## config.mk

```make
export PLATFORM = sky130hd
export DESIGN_NAME = sram_arbiter_flat
export DESIGN_NICKNAME = d
export VERILOG_FILES = /design/src/rtl/sram_arbiter_if.sv /design/src/rtl/sram_arbiter.sv /design/src/flat_wrapper.sv
export SDC_FILE = /design/constraint.sdc
export NUM_CORES = 1
export LEC_CHECK = 0
export CORE_AREA = 2 2 220 222
export DETAILED_ROUTE_END_ITERATION = 16
export DIE_AREA = 0 0 222 224
export PLACE_DENSITY = 0.36
export SYNTH_ARGS = -nofsm -noshare
export SYNTH_HDL_FRONTEND = slang
export SYNTH_SLANG_ARGS = --single-unit
export TNS_END_PERCENT = 1
```

## constraint.sdc

```tcl
create_clock -name clk_i -period 2.83 [get_ports clk_i]
set_input_delay 0.566 -clock clk_i [delete_from_list [all_inputs] [get_ports clk_i]]
set_output_delay 0.566 -clock clk_i [all_outputs]
set_load 0.005 [all_outputs]
```

## src/rtl/sram_arbiter_if.sv

```systemverilog
// Requester-side bus of sram_arbiter: per-port request payload packed flat,
// port p at slice p, plus the shared grant / read-return signals.
interface sram_arbiter_if #(
  parameter int NUM_PORTS  = 4,
  parameter int DATA_WIDTH = 64,
  parameter int NUM_WORDS  = 1024
);
  localparam int AW = $clog2(NUM_WORDS);
  localparam int BW = (DATA_WIDTH + 7) / 8;

  logic [NUM_PORTS-1:0]            req_i;
  logic [NUM_PORTS-1:0]            we_i;
  logic [NUM_PORTS*AW-1:0]         addr_i;
  logic [NUM_PORTS*DATA_WIDTH-1:0] wdata_i;
  logic [NUM_PORTS*BW-1:0]         be_i;
  logic [NUM_PORTS-1:0]            gnt_o;
  logic [NUM_PORTS-1:0]            rvalid_o;
  logic [DATA_WIDTH-1:0]           rdata_o;
  logic                            init_done_o;

  modport master (
    output req_i, we_i, addr_i, wdata_i, be_i,
    input  gnt_o, rvalid_o, rdata_o, init_done_o
  );

  modport slave (
    input  req_i, we_i, addr_i, wdata_i, be_i,
    output gnt_o, rvalid_o, rdata_o, init_done_o
  );
endinterface

```

## src/rtl/sram_arbiter.sv

```systemverilog
// Round-robin N:1 arbiter onto a single-port SRAM that zero-fills the array
// after reset. Optional sticky-grant lock enabled by macro SRAM_ARB_LOCK_EN.
module sram_arbiter #(
  parameter int NUM_PORTS  = 4,
  parameter int DATA_WIDTH = 64,
  parameter int NUM_WORDS  = 1024
) (
  input  logic                              clk_i,
  input  logic                              rst_i,
`ifdef SRAM_ARB_LOCK_EN
  input  logic [NUM_PORTS-1:0]              lock_i,
`endif
  sram_arbiter_if.slave                     bus,
  output logic                              sram_req_o,
  output logic                              sram_we_o,
  output logic [$clog2(NUM_WORDS)-1:0]      sram_addr_o,
  output logic [DATA_WIDTH-1:0]             sram_wdata_o,
  output logic [(DATA_WIDTH+7)/8-1:0]       sram_be_o,
  input  logic [DATA_WIDTH-1:0]             sram_rdata_i
);
  localparam int AW = $clog2(NUM_WORDS);
  localparam int BW = (DATA_WIDTH + 7) / 8;
  localparam int PW = (NUM_PORTS > 1) ? $clog2(NUM_PORTS) : 1;

  typedef enum logic {S_INIT, S_ARB} state_e;

  state_e               r_state, w_state_nxt;
  logic [AW-1:0]        r_cnt;
  logic [PW-1:0]        r_ptr;
  logic [NUM_PORTS-1:0] r_rvalid;
  logic [NUM_PORTS-1:0] w_gnt;
  logic                 w_gnt_vld, w_gnt_any, w_locked;
  logic [PW-1:0]        w_gnt_idx;
`ifdef SRAM_ARB_LOCK_EN
  logic                 r_lock_hold;
  logic [PW-1:0]        r_lock_idx;
`endif

  function automatic logic [PW-1:0] rr_idx(input logic [PW-1:0] ptr, input int off);
    int v;
    v = int'(ptr) + 1 + off;
    if (v >= NUM_PORTS) v = v - NUM_PORTS;
    return v[PW-1:0];
  endfunction

  always_comb begin
    w_gnt_vld = 1'b0;
    w_gnt_idx = '0;
    w_locked  = 1'b0;
    for (int i = 0; i < NUM_PORTS; i++) begin
      if (!w_gnt_vld && bus.req_i[rr_idx(r_ptr, i)]) begin
        w_gnt_vld = 1'b1;
        w_gnt_idx = rr_idx(r_ptr, i);
      end
    end
`ifdef SRAM_ARB_LOCK_EN
    // A port that held its lock when last granted pre-empts round-robin order.
    if (r_lock_hold && bus.req_i[r_lock_idx]) begin
      w_gnt_vld = 1'b1;
      w_gnt_idx = r_lock_idx;
      w_locked  = 1'b1;
    end
`endif
  end

  assign w_gnt_any = (r_state == S_ARB) && w_gnt_vld;
  assign w_gnt     = w_gnt_any ? (NUM_PORTS'(1) << w_gnt_idx) : '0;

  always_ff @(posedge clk_i) begin
    if (rst_i) r_state <= S_INIT;
    else       r_state <= w_state_nxt;
  end

  always_comb begin
    w_state_nxt  = r_state;
    sram_req_o   = 1'b0;
    sram_we_o    = 1'b0;
    sram_addr_o  = '0;
    sram_wdata_o = '0;
    sram_be_o    = '0;
    case (r_state)
      S_INIT: begin
        sram_req_o  = 1'b1;
        sram_we_o   = 1'b1;
        sram_addr_o = r_cnt;
        sram_be_o   = '1;
        if (r_cnt == AW'(NUM_WORDS - 1)) w_state_nxt = S_ARB;
      end
      S_ARB: begin
        if (w_gnt_vld) begin
          sram_req_o   = 1'b1;
          sram_we_o    = bus.we_i[w_gnt_idx];
          sram_addr_o  = bus.addr_i[w_gnt_idx*AW +: AW];
          sram_wdata_o = bus.wdata_i[w_gnt_idx*DATA_WIDTH +: DATA_WIDTH];
          sram_be_o    = bus.be_i[w_gnt_idx*BW +: BW];
        end
      end
      default: w_state_nxt = S_INIT;
    endcase
  end

  always_ff @(posedge clk_i) begin
    if (rst_i) begin
      r_cnt    <= '0;
      r_ptr    <= PW'(NUM_PORTS - 1);
      r_rvalid <= '0;
    end else begin
      if (r_state == S_INIT) r_cnt <= r_cnt + AW'(1);
      r_rvalid <= (w_gnt_any && !bus.we_i[w_gnt_idx]) ? w_gnt : '0;
      // Locked re-grants leave the rotation where it was.
      if (w_gnt_any && !w_locked) r_ptr <= w_gnt_idx;
    end
  end

`ifdef SRAM_ARB_LOCK_EN
  always_ff @(posedge clk_i) begin
    if (rst_i) begin
      r_lock_hold <= 1'b0;
      r_lock_idx  <= '0;
    end else begin
      r_lock_hold <= w_gnt_any && lock_i[w_gnt_idx];
      r_lock_idx  <= w_gnt_idx;
    end
  end
`endif

  assign bus.gnt_o       = w_gnt;
  assign bus.rvalid_o    = r_rvalid;
  assign bus.rdata_o     = sram_rdata_i;
  assign bus.init_done_o = (r_state == S_ARB);
endmodule
```

## src/flat_wrapper.sv

```systemverilog
// flat-port wrapper written by rule: the top's interface ports become plain ports
module sram_arbiter_flat 
#(
  parameter int NUM_PORTS  = 4,
  parameter int DATA_WIDTH = 64,
  parameter int NUM_WORDS  = 1024
)
  (clk_i, rst_i, sram_req_o, sram_we_o, sram_addr_o, sram_wdata_o, sram_be_o, sram_rdata_i, bus_req_i, bus_we_i, bus_addr_i, bus_wdata_i, bus_be_i, bus_gnt_o, bus_rvalid_o, bus_rdata_o, bus_init_done_o);
  sram_arbiter_if #(.NUM_PORTS(NUM_PORTS), .DATA_WIDTH(DATA_WIDTH), .NUM_WORDS(NUM_WORDS)) bus_i ();
  input  logic clk_i;
  input  logic rst_i;
  output logic sram_req_o;
  output logic sram_we_o;
  output logic [$clog2(NUM_WORDS)-1:0] sram_addr_o;
  output logic [DATA_WIDTH-1:0] sram_wdata_o;
  output logic [(DATA_WIDTH+7)/8-1:0] sram_be_o;
  input  logic [DATA_WIDTH-1:0] sram_rdata_i;
  input wire logic [$bits(bus_i.req_i)-1:0] bus_req_i;
  input wire logic [$bits(bus_i.we_i)-1:0] bus_we_i;
  input wire logic [$bits(bus_i.addr_i)-1:0] bus_addr_i;
  input wire logic [$bits(bus_i.wdata_i)-1:0] bus_wdata_i;
  input wire logic [$bits(bus_i.be_i)-1:0] bus_be_i;
  output wire logic [$bits(bus_i.gnt_o)-1:0] bus_gnt_o;
  output wire logic [$bits(bus_i.rvalid_o)-1:0] bus_rvalid_o;
  output wire logic [$bits(bus_i.rdata_o)-1:0] bus_rdata_o;
  output wire logic [$bits(bus_i.init_done_o)-1:0] bus_init_done_o;
  assign bus_i.req_i = bus_req_i;
  assign bus_i.we_i = bus_we_i;
  assign bus_i.addr_i = bus_addr_i;
  assign bus_i.wdata_i = bus_wdata_i;
  assign bus_i.be_i = bus_be_i;
  assign bus_gnt_o = bus_i.gnt_o;
  assign bus_rvalid_o = bus_i.rvalid_o;
  assign bus_rdata_o = bus_i.rdata_o;
  assign bus_init_done_o = bus_i.init_done_o;
  sram_arbiter #(.NUM_PORTS(NUM_PORTS), .DATA_WIDTH(DATA_WIDTH), .NUM_WORDS(NUM_WORDS)) u_core (.clk_i(clk_i), .rst_i(rst_i), .bus(bus_i), .sram_req_o(sram_req_o), .sram_we_o(sram_we_o), .sram_addr_o(sram_addr_o), .sram_wdata_o(sram_wdata_o), .sram_be_o(sram_be_o), .sram_rdata_i(sram_rdata_i));
endmodule
```

# Word level (Yosys, flattened, before mapping)
# Cells that the tools add are included.
[op_classes]
reduce_logical = 10
shifts = 4
eq_ne = 1
n_addsub = 9
bitwise = 2
mux = 35
mul = 1
div = 0
magnitude_cmp = 9
[op_table]
columns = ["op", "n"]
rows = [
  ["variable part select 256 x 9 -> 64 bit", 1],
  ["2-to-1 mux 64 bit", 2],
  ["greater-or-equal comparator 32 x 4 -> 1 bit (second input constant)", 3],
  ["variable part select 40 x 7 -> 10 bit", 1],
  ["variable part select 32 x 6 -> 8 bit", 1],
  ["case mux 10 bit (2 select lines)", 1],
  ["2-to-1 mux 2 bit", 8],
  ["case mux 8 bit (2 select lines)", 1],
  ["< comparator 2 x 3 -> 1 bit (second input constant)", 5],
  ["2-to-1 mux 1 bit", 13],
  ["adder 10 x 1 -> 10 bit (second input constant)", 1],
  ["binary-select mux 1 bit (select 2 bit)", 5],
  ["== test 10 bit (second input constant)", 1],
  ["2-to-1 mux 10 bit", 1],
  ["adder 3 x 2 -> 4 bit (second input constant)", 2],
  ["2-to-1 mux 8 bit", 1],
  ["subtractor 2 x 1 -> 2 bit (second input constant)", 4],
  ["logical AND 1 bit", 5],
  ["multiplier 2 x 3 -> 5 bit (second input constant)", 1],
  ["adder 3 x 1 -> 4 bit (second input constant)", 1],
  ["logical NOT 1 bit", 4],
  ["2-to-1 mux 4 bit", 1],
  ["case mux 1 bit (2 select lines)", 2],
  ["left shift 1 x 2 -> 4 bit (first input constant)", 1],
  ["4 further kinds", 5],
]
[word_totals]
latchBits = 0
out_inout_bits = 157
rom_bits = 0
word_cells = 75
ram_bits = 0
n_memories = 0
ff_bits = 17

# Depth between registers and ports, before layout
# Gate-level depths: netlist of the first run.
[depth]
word_depth = 21
mapped_depth = 8
depth_no_buf = 5

# Worst setup path after synthesis of the first run
# No wires, ideal clock.
[synth_timing]
path_type = "in2out"
from = "in bus_req_i[1]"
to = "out sram_wdata_o[43]"
required_time_ns = 2.264
path_buffers = 3
path_slack_ns = 0.408
arrival_ns = 1.856
stages = 8
cell_sequence = "mux2_4 a22oi_2 and2_1 buf_6 buf_8 buf_6 mux2i_1 o22ai_1"
[synth_via]
elab_chain_len = 15
word_cells_on_any_way = 25
[synth_lines]
columns = ["element", "line", "rtl"]
rows = [
  ["start: declaration", "flat_wrapper.sv:18", "input wire logic [$bits(bus_i.req_i)-1:0] bus_req_i;"],
  ["binary-select mux 1 bit (select 2 bit)", "sram_arbiter.sv:51", "if (!w_gnt_vld && bus.req_i[rr_idx(r_ptr, i)]) begin"],
  ["2-to-1 mux 1 bit (implied by the code)", "sram_arbiter.sv:51", ""],
  ["2-to-1 mux 1 bit", "sram_arbiter.sv:51", ""],
  ["logical NOT 1 bit", "sram_arbiter.sv:51", ""],
  ["logical AND 1 bit", "sram_arbiter.sv:51", ""],
  ["2-to-1 mux 1 bit", "sram_arbiter.sv:51", ""],
  ["logical NOT 1 bit", "sram_arbiter.sv:51", ""],
  ["logical AND 1 bit", "sram_arbiter.sv:51", ""],
  ["2-to-1 mux 1 bit", "sram_arbiter.sv:51", ""],
  ["logical NOT 1 bit", "sram_arbiter.sv:51", ""],
  ["logical AND 1 bit", "sram_arbiter.sv:51", ""],
  ["2-to-1 mux 2 bit", "sram_arbiter.sv:51", ""],
  ["variable part select 256 x 9 -> 64 bit", "sram_arbiter.sv:94", "sram_wdata_o = bus.wdata_i[w_gnt_idx*DATA_WIDTH +: DATA_WIDTH];"],
  ["2-to-1 mux 64 bit *", "sram_arbiter.sv:90", "if (w_gnt_vld) begin"],
  ["2-to-1 mux 64 bit *", "sram_arbiter.sv:81", "case (r_state)"],
  ["end: declaration", "flat_wrapper.sv:15", "output logic [DATA_WIDTH-1:0] sram_wdata_o;"],
]
# Every way passes the cells marked *; elsewhere a longest branch is shown, timed or not. The select of a mux whose other input is x is not followed.

# Final worst setup path of the first run
[layout_timing]
from = "in bus_req_i[1]"
to = "out sram_wdata_o[26]"
# Same word-level chain as after synthesis.

==> qor.yml, run 1 <==
outcome:
  outcome: "finished, violations left"
  violations: "negative setup slack"
global_routing:
  use_met3: 0.0325
  grt_max_degree: 35
  grt_overflow: 0
  gr-usage-met2: 0.197
  top_usage_layer: "met2"
  track_usage: 0.106
  grt_pass1_vias: 5851
  grt_pass1_wl_mm: 39.4
  antenna_found_initial: 3
  grtUsageMet1: 0.117
timing:
  min_period_ns: 2.99
  hold_ws_ns: 0.541
  fin_skew_ns: 0.00112
  setup_tns_ns: -2.69
  tightest_slew_ns: 0.483
  grt_setup_unrepaired: "yes"
  slew_headroom: 0.678
  min_period_over_period: 1.06
  timing.final.ws_setup_ns: -0.160
  slew_violations: 0
  setup_viol: 45
  fmax_mhz: 334
  finalHoldViolCount: 0
floorplanning:
  fp.dieArea_um2: 49700
  die_h_um: 224
  core_area_um2: 47300
  rows: 80
  start_util: 0.0851
  io-pin-count: 559
  die_x_um: 222
synthesis:
  synth_edf_count: 0
  synth_cells: 483
  ys.warnings.count: 0
  synth-seq-cells: 17
  synth.most_common_cell: "mux2i_1"
  yosys-top-cells-area: "mux2i_1 39%, buf_4 12%, o22ai_1 9.9%, dfxtp_1 8.4%, buf_6 3.6%"
  async_flop_share: 0
  synth.top_cells.by_count: "157 x mux2i_1, 65 x buf_4, 64 x o22ai_1"
  synth_fp_nets: 886
  yosysUniqueCellTypes: 44
  mappedNetlistArea_um2: 4030
  avgSynthCellArea_um2: 8.35
  yosysSeqAreaShare: 0.0844
  synth_top_cell_area_share: 0.390
  ys.flop_type: "dfxtp_1"
  yosysTopAreaCell: "mux2i_1"
final_layout:
  multi_input_area_um2: 3590
  fillers: 5230
  fin_cells: 1561
  drive_above_1_share: 0.350
  fin_area_um2: 10500
  syn_to_final_growth_pct: 161
  regArea_um2: 344
  nets: 1348
critical_path:
  path_class: "input pin to primary output"
  cp_max_fo: 8
  arrival_ns: 2.42
  cp-end-kind: "primary output"
  critPathMaxStageDelay_ns: 0.27
  crit_path_start_kind: "input pin"
  critPathSlowestCell: "mux2_4"
  critPathTopFamily: "buffers and inverters"
  critical_path.cell_chain: "buf_8 > mux2_4 > a22oi_2 > and2_4 > buf_12 > buf_12 > buf_16 > buf_12 > mux2i_2 > o22ai_2 > clkbuf_2"
  path_common_cell: "buf_12"
  worst-endpoint-required_ns: 2.26
  worst-path-buf-inv: 6
cts:
  cts_buffers: 3
  htreeDepth: 1
  insertion_delay_ns: 0.26
  hold_buffers: 0
  cts_tree: "built"
  clkSinkCount: 17
  cts_buffer_depth: 2
  clkTransAtPathRegs_ns: 0.06
  root_buffer: "clkbuf_16"
drt:
  final_antenna_net_count: 0
  wl_per_cell_um: 19.6
  wl_mm: 30.5
  drt_iter0_drc: 161
  viasPerCell: 3.60
  dr_total_vias: 5619
  drc_errors: 0
  first_pass_iters: 4
job:
  maxCapViolCount: 0
power:
  power_leakage_uw: 0.00434
  ir_drop_uv: 164
  powerDensity_nw_per_um2: 180
  power.total_uw: 1890
min_path:
  min_path_type: "flop to flop"
placement:
  numPortBuffers: 430
  dp.final_hpwl_mm: 23.9
  dpl_cell_area_um2: 9010
  place_congestion: 0.760
  placed_cells: 1503
## logic make-up after synthesis
family | share of synthesized area
flip-flops | 0.0844
XOR/XNOR | 0.0196
AO/OA/AOI/OAI | 0.209
buffers and inverters | 0.229
multiplexers | 0.399
AND/OR/NAND/NOR | 0.0549
adder cells (fa/ha/maj) | 0.00310
## layer usage
| layer | share of wire | vias up |
|---|---|---|
| met3 | 0.071 | 38 |
| met4 | 0.020 | 2 |
| met5 | 0.00039 | - |
| met2 | 0.53 | 293 |
| li1 | - | 2697 |
| met1 | 0.38 | 2589 |
## report_power, final
part | switching [uW] | internal, uW
registers | 3.82 | 242
logic | 446 | 888
clock network | 119 | 190
total | 569 | 1320
## registers in the layout, summed over array words and instances (netlist names)
register	cells
u_core.r_cnt	10
u_core.bus.init_done_o	1
u_core.r_ptr	2
u_core.bus.rvalid_o	4
## layout by cell type (no fill, tap or decap), types with 4 or more instances in the layout
| cell | instances |
|---|---|
| buf_2 | 30 |
| a2111oi_1 | 4 |
| mux2i_2 | 27 |
| mux2i_1 | 105 |
| buf_16 | 5 |
| o22ai_1 | 36 |
| a221oi_1 | 7 |
| buf_4 | 81 |
| buf_12 | 21 |
| mux2i_4 | 25 |
| dlygate4sd2_1 | 6 |
| and3_1 | 7 |
| clkdlybuf4s50_1 | 341 |
| clkbuf_2 | 37 |
| xnor2_1 | 8 |
| clkbuf_16 | 11 |
| dfxtp_1 | 16 |
| a31oi_1 | 4 |
| nor3_1 | 4 |
| dlymetal6s2s_1 | 4 |
| nand3_1 | 4 |
| buf_8 | 6 |
| o22ai_2 | 24 |
| o221ai_1 | 7 |
| inv_1 | 21 |
| o22ai_4 | 4 |
| buf_6 | 22 |
| nor2_1 | 18 |
| a31oi_2 | 5 |
## final timing paths
kind,startpoint,end,slack (ns),depth (start not counted)
hold reg to reg,u_core.r_cnt[2]$_SDFFE_PP0N_,u_core.r_cnt[2]$_SDFFE_PP0N_,0.54,2
hold / removal,u_core.r_cnt[2]$_SDFFE_PP0N_,u_core.r_cnt[2]$_SDFFE_PP0N_,0.54,2
setup reg to reg,u_core.bus.init_done_o$_SDFF_PP0_,u_core.r_cnt[5]$_SDFFE_PP0N_,0.89,7
setup / recovery,bus_req_i[1],sram_wdata_o[26],-0.16,11
## worst min-delay path: cells and delay by family, from the launching register on
| kind | cells | cell delay, ns |
|---|---|---|
| xor+xnor | 1 | 0.08 |
| flops | 1 | 0.36 |
| simple gates | 1 | 0.07 |
## stage by stage
stage	util	worst slack, ns
global route	0.222	-0.206
floorplan	-	0.408
global placement	0.190	-1.03
CTS	0.201	-0.386
detailed placement	0.190	-1.06
finish	0.222	-0.160
## layout make-up
class | count | area share
timing repair buffer | 566 | 0.536
multi-input combinational | 334 | 0.342
tap | 615 | 0.0733
sequential | 17 | 0.0328
inverter | 23 | 0.00822
clock buffer | 3 | 0.00715
clock inverter | 1 | 0.000477
antenna | 2 | 0.000477
## timing repair
action,CTS,global route
setup endpoints to repair,88,84
pin swaps,14,33
gates resized for setup,229,242
setup buffers,5,42
gates cloned,3,8
Note: power is estimated with default switching activity, not from simulation.
==> inputs of run 2 (changes only) <==
--- a/config.mk
+++ b/config.mk
@@ -5,10 +5,11 @@
 export SDC_FILE = /design/constraint.sdc
 export NUM_CORES = 1
 export LEC_CHECK = 0
-export CORE_AREA = 2 2 220 222
+export CORE_AREA = 3 3 214 216
 export DETAILED_ROUTE_END_ITERATION = 16
-export DIE_AREA = 0 0 222 224
-export PLACE_DENSITY = 0.36
+export DIE_AREA = 0 0 217 219
+export HOLD_SLACK_MARGIN = 0.02
+export PLACE_DENSITY = 0.37
 export SYNTH_ARGS = -nofsm -noshare
 export SYNTH_HDL_FRONTEND = slang
 export SYNTH_SLANG_ARGS = --single-unit
==> constraint.sdc (replaced) <==
create_clock -name clk_i -period 2.8 [get_ports clk_i]
set_input_delay 0.56 -clock clk_i [delete_from_list [all_inputs] [get_ports clk_i]]
set_output_delay 0.56 -clock clk_i [all_outputs]
set_load 0.005 [all_outputs]
==> run 2 against run 1 <==
  * The run still ends with negative setup slack left
  * Critical endpoint is now sram_wdata_o[56]
  * Critical path type unchanged
  * Cell count down 3.3%
  * Register-to-register slack barely moved
  * Sequential share of layout area up 0.11 points
  * Highest routed layer is now met4
  * Clock skew grew 0.0032 ns
  * Clock-buffer cell count is the same
==> qor.yml, run 2 (same netlist as run 1, synthesis figures left out) <==
final_layout:
  drive_above_1_share: 0.288  # -0.0617
  top_register: "u_core.r_cnt"
  largest_reg_flops: 10  # unchanged
  regArea_um2: 342  # -0.73%
  nets: 1321  # -2.0%
  fillers: 4897  # -6.4%
  most-common-layout-cells: "339 x clkdlybuf4s50_1, 124 x mux2i_1, 54 x buf_4, 50 x o22ai_1, 30 x buf_2"
  multi_input_area_um2: 3350  # -6.6%
  syn_to_final_growth_pct: 150
  diodes: 0  # -2
  final_common_cell: "clkdlybuf4s50_1"
  postLayoutCoreUtil: 0.229  # +0.00669
outcome:
  outcome: "finished, violations left"
  violations: "negative setup slack"
global_routing:
  grt_pass1_vias: 5822  # -0.50%
  track_usage: 0.116  # +0.00980
  top_usage_layer: "met2"
  grtUsageMet1: 0.133  # +0.0160
  antenna_found_initial: 0  # -3
  gr-usage-met2: 0.213  # +0.0153
  use_met3: 0.0368  # +0.00430
  grt_pass1_wl_mm: 41.0  # +4.1%
  grt_max_degree: 38  # +8.6%
  grt_overflow: 0  # unchanged
timing:
  slew_headroom: 0.581  # -0.0970
  timing.final.ws_setup_ns: -0.138  # +0.0214 ns
  grt_setup_unrepaired: "yes"
  fin_skew_ns: 0.00428  # +0.00316 ns
  tightest_slew_ns: 0.627  # +0.145 ns
  min_period_over_period: 1.05
  finalHoldViolCount: 0  # unchanged
  setup_viol: 28  # -38%
  min_period_ns: 2.94
  fmax_mhz: 340
  slew_violations: 0  # unchanged
critical_path:
  cp_max_fo: 10  # +2
  arrival_ns: 2.38  # -0.04 ns
  cp-end-kind: "primary output"
  worst-endpoint-required_ns: 2.24  # -0.02 ns
  crit_path_start_kind: "input pin"
  path_class: "input pin to primary output"
cts:
  cts_buffer_depth: 2  # unchanged
  clkTransAtPathRegs_ns: 0.06  # about the same
  clkSinkCount: 17  # unchanged
  root_buffer: "clkbuf_16"
  hold_buffers: 0  # unchanged
  htreeDepth: 1  # unchanged
  cts_buffers: 3  # unchanged
  insertion_delay_ns: 0.26  # about the same
  cts_tree: "built"
power:
  power_leakage_uw: 0.00426  # -1.9%
  power.total_uw: 1810  # -4.0%
  powerDensity_nw_per_um2: 180  # about the same
  ir_drop_uv: 142  # -13%
floorplanning:
  io-pin-count: 559  # unchanged
  die_x_um: 217  # -2.3%
  die_h_um: 219  # -2.2%
  rows: 77  # -3.8%
  fp.dieArea_um2: 47500  # -4.4%
  core_area_um2: 44100  # -6.8%
  start_util: 0.0914  # +0.00621
placement:
  place_congestion: 0.745  # -2.0%
  dp.final_hpwl_mm: 24.0  # +0.46%
  numPortBuffers: 430  # unchanged
drt:
  drt_iter0_drc: 185  # +15%
  viasPerCell: 3.66  # +1.7%
  drc_errors: 0  # unchanged
  wl_mm: 30.4  # -0.44%
  wl_per_cell_um: 20.1  # +3.0%
  final_antenna_net_count: 0  # unchanged
  dr_total_vias: 5523  # -1.7%
  first_pass_iters: 6  # +2
min_path:
  min_path_type: "flop to flop"
job:
  maxCapViolCount: 0  # unchanged
[run 2: changes by cell type in the layout (fill, tap and decap cells not counted), moves of 5 or more]
cell,delta
a31oi_1,+5
buf_4,-27
clkbuf_16,-6
clkbuf_2,-15
dlygate4sd2_1,+13
mux2i_1,+19
mux2i_4,-16
o22ai_1,+14
o22ai_2,-12
[run 2: repair_timing]
action	in CTS	in global routing
setup endpoints to repair	88	83
cloned	11	2
pin swaps	24	31
resized for setup	312	128
buffers inserted	29	9
[run 2: layer usage]
layer | up-vias | wire, um
met2 | 270 | 15600
met1 | 2579 | 11800
met3 | 26 | 2500
li1 | 2648 | -
met4 | 0 | 495
met5 | - | 0
[run 2: area by class of cell]
class | instances | share of cell area
Clock buffer | 3 | 0.00745
Clock inverter | 1 | 0.000496
Inverter | 23 | 0.00856
Multi-Input combinational cell | 336 | 0.333
Sequential cell | 17 | 0.0339
Tap cell | 592 | 0.0735
Timing Repair Buffer | 537 | 0.544
[run 2: critical path, stage by stage]
cell and delay [ns]:
buf_8 0.11, mux2_4 0.27, a22oi_2 0.16, and2_4 0.21
buf_12 0.14, buf_8 0.16, buf_4 0.13, mux2i_2 0.21
o22ai_2 0.13, dlygate4sd2_1 0.30
[run 2: worst paths after layout]
path / from / endpoint / slack, ns / cells after the start
min: u_core.r_ptr[0]$_SDFFE_PP1P_ / u_core.r_ptr[0]$_SDFFE_PP1P_ / 0.54 / 1
max reg2reg: u_core.r_ptr[1]$_SDFFE_PP1P_ / u_core.bus.rvalid_o[2]$_SDFF_PP0_ / 0.88 / 7
min reg2reg: u_core.r_ptr[0]$_SDFFE_PP1P_ / u_core.r_ptr[0]$_SDFFE_PP1P_ / 0.54 / 1
max: bus_req_i[1] / sram_wdata_o[56] / -0.14 / 10
[run 2: power by group]
group | switching, uW | leakage [uW] | internal (uW) | total [uW]
clock network | 118 | 0.0000409 | 192 | 310
registers | 4.01 | 0.000137 | 246 | 250
logic | 407 | 0.00408 | 847 | 1250
[run 2: per-stage QoR]
step           setup slack (ns)  instances  setup TNS (ns)  cell area (um2)  hold slack, ns
2_1_floorplan             0.390        483               0             4030           0.482
3_3_place_gp              -1.20       1460          -86.96             8920           0.514
3_5_place_dp              -1.17       1460          -85.33             8920           0.526
4_1_cts                  -0.216       1502           -8.50             9860           0.542
5_1_grt                  -0.214       1509           -6.22            10100           0.564
6_report                 -0.138       1509           -1.88            10100           0.540
==> inputs of run 3 (changes only) <==
--- a/config.mk
+++ b/config.mk
@@ -5,11 +5,12 @@
 export SDC_FILE = /design/constraint.sdc
 export NUM_CORES = 1
 export LEC_CHECK = 0
-export CORE_AREA = 3 3 214 216
+export CAP_MARGIN = 20
+export CORE_AREA = 2 2 220 222
 export DETAILED_ROUTE_END_ITERATION = 16
-export DIE_AREA = 0 0 217 219
+export DIE_AREA = 0 0 222 224
 export HOLD_SLACK_MARGIN = 0.02
-export PLACE_DENSITY = 0.37
+export PLACE_DENSITY = 0.36
 export SYNTH_ARGS = -nofsm -noshare
 export SYNTH_HDL_FRONTEND = slang
 export SYNTH_SLANG_ARGS = --single-unit
==> run 3 against run 2 <==
  * Global-route usage hardly changed
  * Final area is 6.8% higher
  * Utilization decreased by 0.098 points
  * The run still ends with negative setup slack left
  * Via count up 2.4%
  * Sequential share of layout area down 0.19 points
==> qor.yml, run 3 (same netlist as run 1, synthesis figures left out) <==
power:
  combPwrFrac: 0.722  # +0.031
  power_leakage_uw: 0.00437  # +2.6%
  switching_share: 0.299  # +0.00709
  clock_power_share: 0.152  # -0.019
  seqPwrFrac: 0.125  # -0.013
  internal_power_uw: 1390  # +8.2%
  power.switching_uw: 592  # +12%
  powerDensity_nw_per_um2: 184  # +2.3%
  power.total_uw: 1980  # +9.3%
  ir_drop_uv: 160  # +12%
global_routing:
  antenna_found_initial: 1  # +1
  grt_max_degree: 19  # -50%
  grt_overflow: 0  # unchanged
  grt_pass1_vias: 6131  # +5.3%
  grt_pass1_wl_mm: 42.4  # +3.3%
  track_usage: 0.116  # about the same
min_path:
  min_path_type: "flop to flop"
  hold_path_depth: 2  # +1
  hold_start: "u_core.r_cnt[2]$_SDFFE_PP0N_"
  hold_end: "u_core.r_cnt[2]$_SDFFE_PP0N_"
timing:
  finalHoldViolCount: 0  # unchanged
  min_period_over_period: 1.04  # -0.0134
  slew_violations: 0  # unchanged
  slew_headroom: 0.591  # +0.0101
  tightest_slew_ns: 0.613  # -0.0147 ns
  min_period_ns: 2.90  # -0.0376 ns
  timing.final.ws_setup_ns: -0.101  # +0.0376 ns
  fin_skew_ns: 0.00355  # -0.000724 ns
  setup_viol: 42  # +50%
  grt_setup_unrepaired: "yes"
  fmax_mhz: 345  # +1.3%
floorplanning:
  rows: 80  # +3.9%
  die_h_um: 224  # +2.3%
  start_util: 0.0851  # -0.00621
  fp.dieArea_um2: 49700  # +4.6%
  die_x_um: 222  # +2.3%
  io-pin-count: 559  # unchanged
  core_area_um2: 47300  # +7.3%
critical_path:
  arrival_ns: 2.34  # -0.04 ns
  r2r_end: "u_core.bus.rvalid_o[1]$_SDFF_PP0_"
  reg2reg_from: "u_core.r_ptr[1]$_SDFFE_PP1P_"
  cp_max_fo: 5  # -5
  path_class: "input pin to primary output"
  r2r_slack_ns: 0.78  # -0.10 ns
  cp-end-kind: "primary output"
  worst-endpoint-required_ns: 2.24  # about the same
  r2r.worst_path.cells: 8  # +1
  crit_path_start_kind: "input pin"
drt:
  viasPerCell: 3.62  # -1.1%
  first_pass_iters: 7  # +1
  drt_iter0_drc: 173  # -6.5%
  final_antenna_net_count: 0  # unchanged
  drc_errors: 0  # unchanged
  wl_per_cell_um: 19.6  # -2.7%
  dr_total_vias: 5655  # +2.4%
  wl_mm: 30.6  # +0.72%
final_layout:
  nets: 1351  # +2.3%
  final_common_cell: "clkdlybuf4s50_1"
  postLayoutCoreUtil: 0.228  # -0.000983
  syn_to_final_growth_pct: 167
  most-common-layout-cells: "341 x clkdlybuf4s50_1, 105 x mux2i_1, 66 x buf_4, 61 x buf_2"
  top_register: "u_core.r_cnt"
  drive_above_1_share: 0.370  # +0.0817
  diodes: 0  # unchanged
  regArea_um2: 344  # +0.73%
  multi_input_area_um2: 3750  # +12%
  largest_reg_flops: 10  # unchanged
  fillers: 5201  # +6.2%
cts:
  clkTransAtPathRegs_ns: 0.06  # about the same
  cts_buffers: 3  # unchanged
  clkSinkCount: 17  # unchanged
  cts_buffer_depth: 2  # unchanged
  cts_tree: "built"
  root_buffer: "clkbuf_16"
  htreeDepth: 1  # unchanged
  insertion_delay_ns: 0.25  # about the same
job:
  maxCapViolCount: 0  # unchanged
outcome:
  outcome: "finished, violations left"
  violations: "negative setup slack"
placement:
  dp.final_hpwl_mm: 23.6  # -1.3%
  place_congestion: 0.764  # +2.6%
  numPortBuffers: 430  # unchanged
  dp_slack_ns: -1.05  # +0.119 ns
run 3: cell count changes in the layout (fill, tap and decap cells not counted), moves of 12 or more:
| cell | before | now |
|---|---|---|
| o22ai_1 | 50 | 34 |
| dlygate4sd2_1 | 19 | 1 |
| mux2i_1 | 124 | 105 |
| buf_2 | 30 | 61 |
| mux2i_4 | 9 | 32 |
| buf_4 | 54 | 66 |
run 3: worst max path at each step:
stage,startpoint,endpoint,slack (ns),cells after the start
global placement,bus_req_i[3],sram_wdata_o[53],-1.02,9
floorplan,bus_req_i[1],sram_wdata_o[43],0.39,8
global route,u_core.r_ptr[1]$_SDFFE_PP1P_,sram_wdata_o[52],-0.20,11
finish,bus_req_i[1],sram_wdata_o[52],-0.10,12
CTS,u_core.r_ptr[1]$_SDFFE_PP1P_,sram_wdata_o[53],-0.14,10
detailed placement,bus_req_i[1],sram_wdata_o[53],-1.05,9
run 3: timing repair:
item | CTS | global route
hold buffers | 0 | 0
buffers inserted | 50 | 4
setup endpoints to repair | 88 | 87
pin swaps | 50 | 28
gates resized for setup | 491 | 103
gates cloned | 13 | 0
run 3: area by class of cell:
| cell class | count | share of cell area |
|---|---|---|
| flip-flops and latches | 17 | 0.0319 |
| clock inverters | 1 | 0.000697 |
| repair buffers | 569 | 0.533 |
| clock buffers | 3 | 0.00697 |
| inverters | 23 | 0.00801 |
| multi-input cells | 334 | 0.348 |
| well taps | 615 | 0.0714 |
run 3: worst max-delay path, cell delays in order:
cell and delay [ns]:
buf_6 0.11, mux2_4 0.27, a22oi_2 0.14, and2_4 0.21
buf_12 0.12, buf_12 0.13, buf_12 0.11, buf_6 0.10
buf_16 0.11, mux2i_1 0.24, o22ai_2 0.10, buf_2 0.14
run 3: through the flow:
step / area (um2) / setup TNS (ns) / instances / hold slack (ns)
after floorplan: 4030 / 0 / 483 / 0.482
after global placement: 9010 / -70.76 / 1503 / 0.525
after detailed placement: 9010 / -70.24 / 1503 / 0.518
after CTS: 10500 / -6.16 / 1560 / 0.539
after global routing: 10800 / -8.87 / 1562 / 0.582
final: 10800 / -1.88 / 1562 / 0.538
run 3: power groups by stage:
stage / sequential [uW] / clock (uW) / combinational, uW
2_1_floorplan: 254 / 0 / 455
3_3_place_gp: 255 / 0 / 995
3_5_place_dp: 255 / 0 / 988
4_1_cts: 249 / 316 / 1370
5_1_grt: 249 / 327 / 1510
6_report: 249 / 302 / 1430
run 3: metal layers:
metal / GRT usage / part of all wire
met5: 0 / 0
met4: 0.0190 / 0.018
met3: 0.0333 / 0.075
met2: 0.226 / 0.54
met1: 0.124 / 0.37
==> edit, RTL diff (flow settings as in run 1) <==
`NUM_WORDS` is set to 1024 in 3 places; all go to 4096.
--- a/src/rtl/sram_arbiter_if.sv
+++ b/src/rtl/sram_arbiter_if.sv
@@ -4,5 +4,5 @@
   parameter int NUM_PORTS  = 4,
   parameter int DATA_WIDTH = 64,
-  parameter int NUM_WORDS  = 1024
+  parameter int NUM_WORDS  = 4096
 );
   localparam int AW = $clog2(NUM_WORDS);
--- a/src/rtl/sram_arbiter.sv
+++ b/src/rtl/sram_arbiter.sv
@@ -4,5 +4,5 @@
   parameter int NUM_PORTS  = 4,
   parameter int DATA_WIDTH = 64,
-  parameter int NUM_WORDS  = 1024
+  parameter int NUM_WORDS  = 4096
 ) (
   input  logic                              clk_i,
--- a/src/flat_wrapper.sv
+++ b/src/flat_wrapper.sv
@@ -4,5 +4,5 @@
   parameter int NUM_PORTS  = 4,
   parameter int DATA_WIDTH = 64,
-  parameter int NUM_WORDS  = 1024
+  parameter int NUM_WORDS  = 4096
 )
   (clk_i, rst_i, sram_req_o, sram_we_o, sram_addr_o, sram_wdata_o, sram_be_o, sram_rdata_i, bus_req_i, bus_we_i, bus_addr_i, bus_wdata_i, bus_be_i, bus_gnt_o, bus_rvalid_o, bus_rdata_o, bus_init_done_o);
Ports: changed (resized bus_addr_i and sram_addr_o); port bits go from 559 to 569. The function was not compared with the original's and may differ.
==> edit against run 1 <==
The run still ends with setup timing left; non-clock buffer count up 12; total power decreased by 5.0%; sequential power grew 12%; via count increased by 8.0%; critical path type unchanged; sequential share of layout area is 0.38 points higher; design area barely moved; clock power is 3% higher; setup slack got worse by 64 ps; register-to-register slack better by 80 ps; maximum frequency shrank 2.1%; sequential cell count up 2; routed wire length grew 4.5%; synthesized area is 2.6% higher.
==> edit: results (changes against run 1) <==
{| class="wikitable"
! Metric !! Value
|-
| Number of inverters outside the clock class in the layout || 12 (was 23)
|-
| Area used by sequential logic in the layout || 384 um2 (was 344 um2)
|-
| Status || complete, but fails checks (unchanged)
|-
| Cell internal pwr || 1.27 mW (was 1.32 mW)
|-
| Pin count of the biggest net entering global routing || 23 (was 35)
|-
| # placed instances || 1,541 (was 1,503)
|-
| Antenna violations before repair || 1 (was 3)
|-
| Multi-input logic portion of the cell area || 32.7% (was 34.2%)
|-
| Number of flip-flops under the largest register name || 12 (was 10)
|-
| Worst clock skew || 4.28 ps (was 1.12 ps)
|-
| Antenna Cells || 1 (was 2)
|-
| Portion of the layout cell area used by non-clock buffers || 55.0% (was 53.6%)
|-
| Final setup fails || 54 (was 45)
|-
| Post-CTS Resized || 317 (was 229)
|-
| Total cell area at the placement stage || 9470 um2 (was 9010 um2)
|-
| Violated checks || setup timing (unchanged)
|-
| Count of nets after finishing || 1,393 (was 1,348)
|-
| Critical R2R Launch || u_core.r_ptr[1]$_SDFFE_PP1P_ (was u_core.bus.init_done_o$_SDFF_PP0_)
|-
| Leakage component of the power || 4.12 nW (was 4.34 nW)
|-
| Detailed placer's ending HPWL || 25,700 um (was 23,900 um)
|-
| Critical path data arrival time || 2490 ps (was 2420 ps)
|-
| Number of setup buffers added after CTS || 35 (was 5)
|-
| Sequential-cell power consumption || 275 uW (was 246 uW)
|-
| Min setup slack post-route || -224 ps (was -160 ps)
|-
| Share of cell area taken by flip-flops and latches || 3.66% (was 3.28%)
|-
| Multi-input comb cells || 368 (was 334)
|-
| Gpl congestion || 0.844 (was 0.760)
|-
| List of most frequent post-synthesis cells || mux2i_1, buf_4, nand3_1, clkbuf_1, a22oi_1 (was mux2i_1, buf_4, o22ai_1, inv_1, nor2_1)
|-
| Total Wirelength || 31,900 um (was 30,500 um)
|-
| Vias post-DR || 6,069 (was 5,619)
|-
| Number of global-route vias before repair || 6,409 (was 5,851)
|}
## edit: cell families (layout without fill, tap and decap cells)
logic type	after synthesis	count (layout)
and+or+nand+nor	138	138
AOI/OAI and AO/OA	128	128
buffers and inverters	126	594
muxes	93	93
DFF	19	19
xor gates and xnor gates	8	8
adders and majority gates	1	1
other	0	1
## edit: path summary, 6_finish.rpt
path | to | slack, ps | cells after the start
setup reg to reg | u_core.r_ptr[0]$_SDFFE_PP1P_ | 970 | 9
hold reg to reg | u_core.r_cnt[5]$_SDFFE_PP0N_ | 540 | 2
setup / recovery | sram_wdata_o[46] | -220 | 9
hold / removal | u_core.r_cnt[5]$_SDFFE_PP0N_ | 540 | 2
## edit: metal layers
metal	GRT usage, %	wire length, um
met5	0	0
met3	2.43	2090
met2	21.8	15900
met4	3.90	964
met1	14.0	13000
## edit: critical path, cell delays in order
cell and delay (ps):
buf_8 110, o211a_1 230, or2_4 280, bufbuf_16 280
o211a_4 260, buf_12 160, a22oi_1 210, o211ai_1 100
dlygate4sd2_1 280
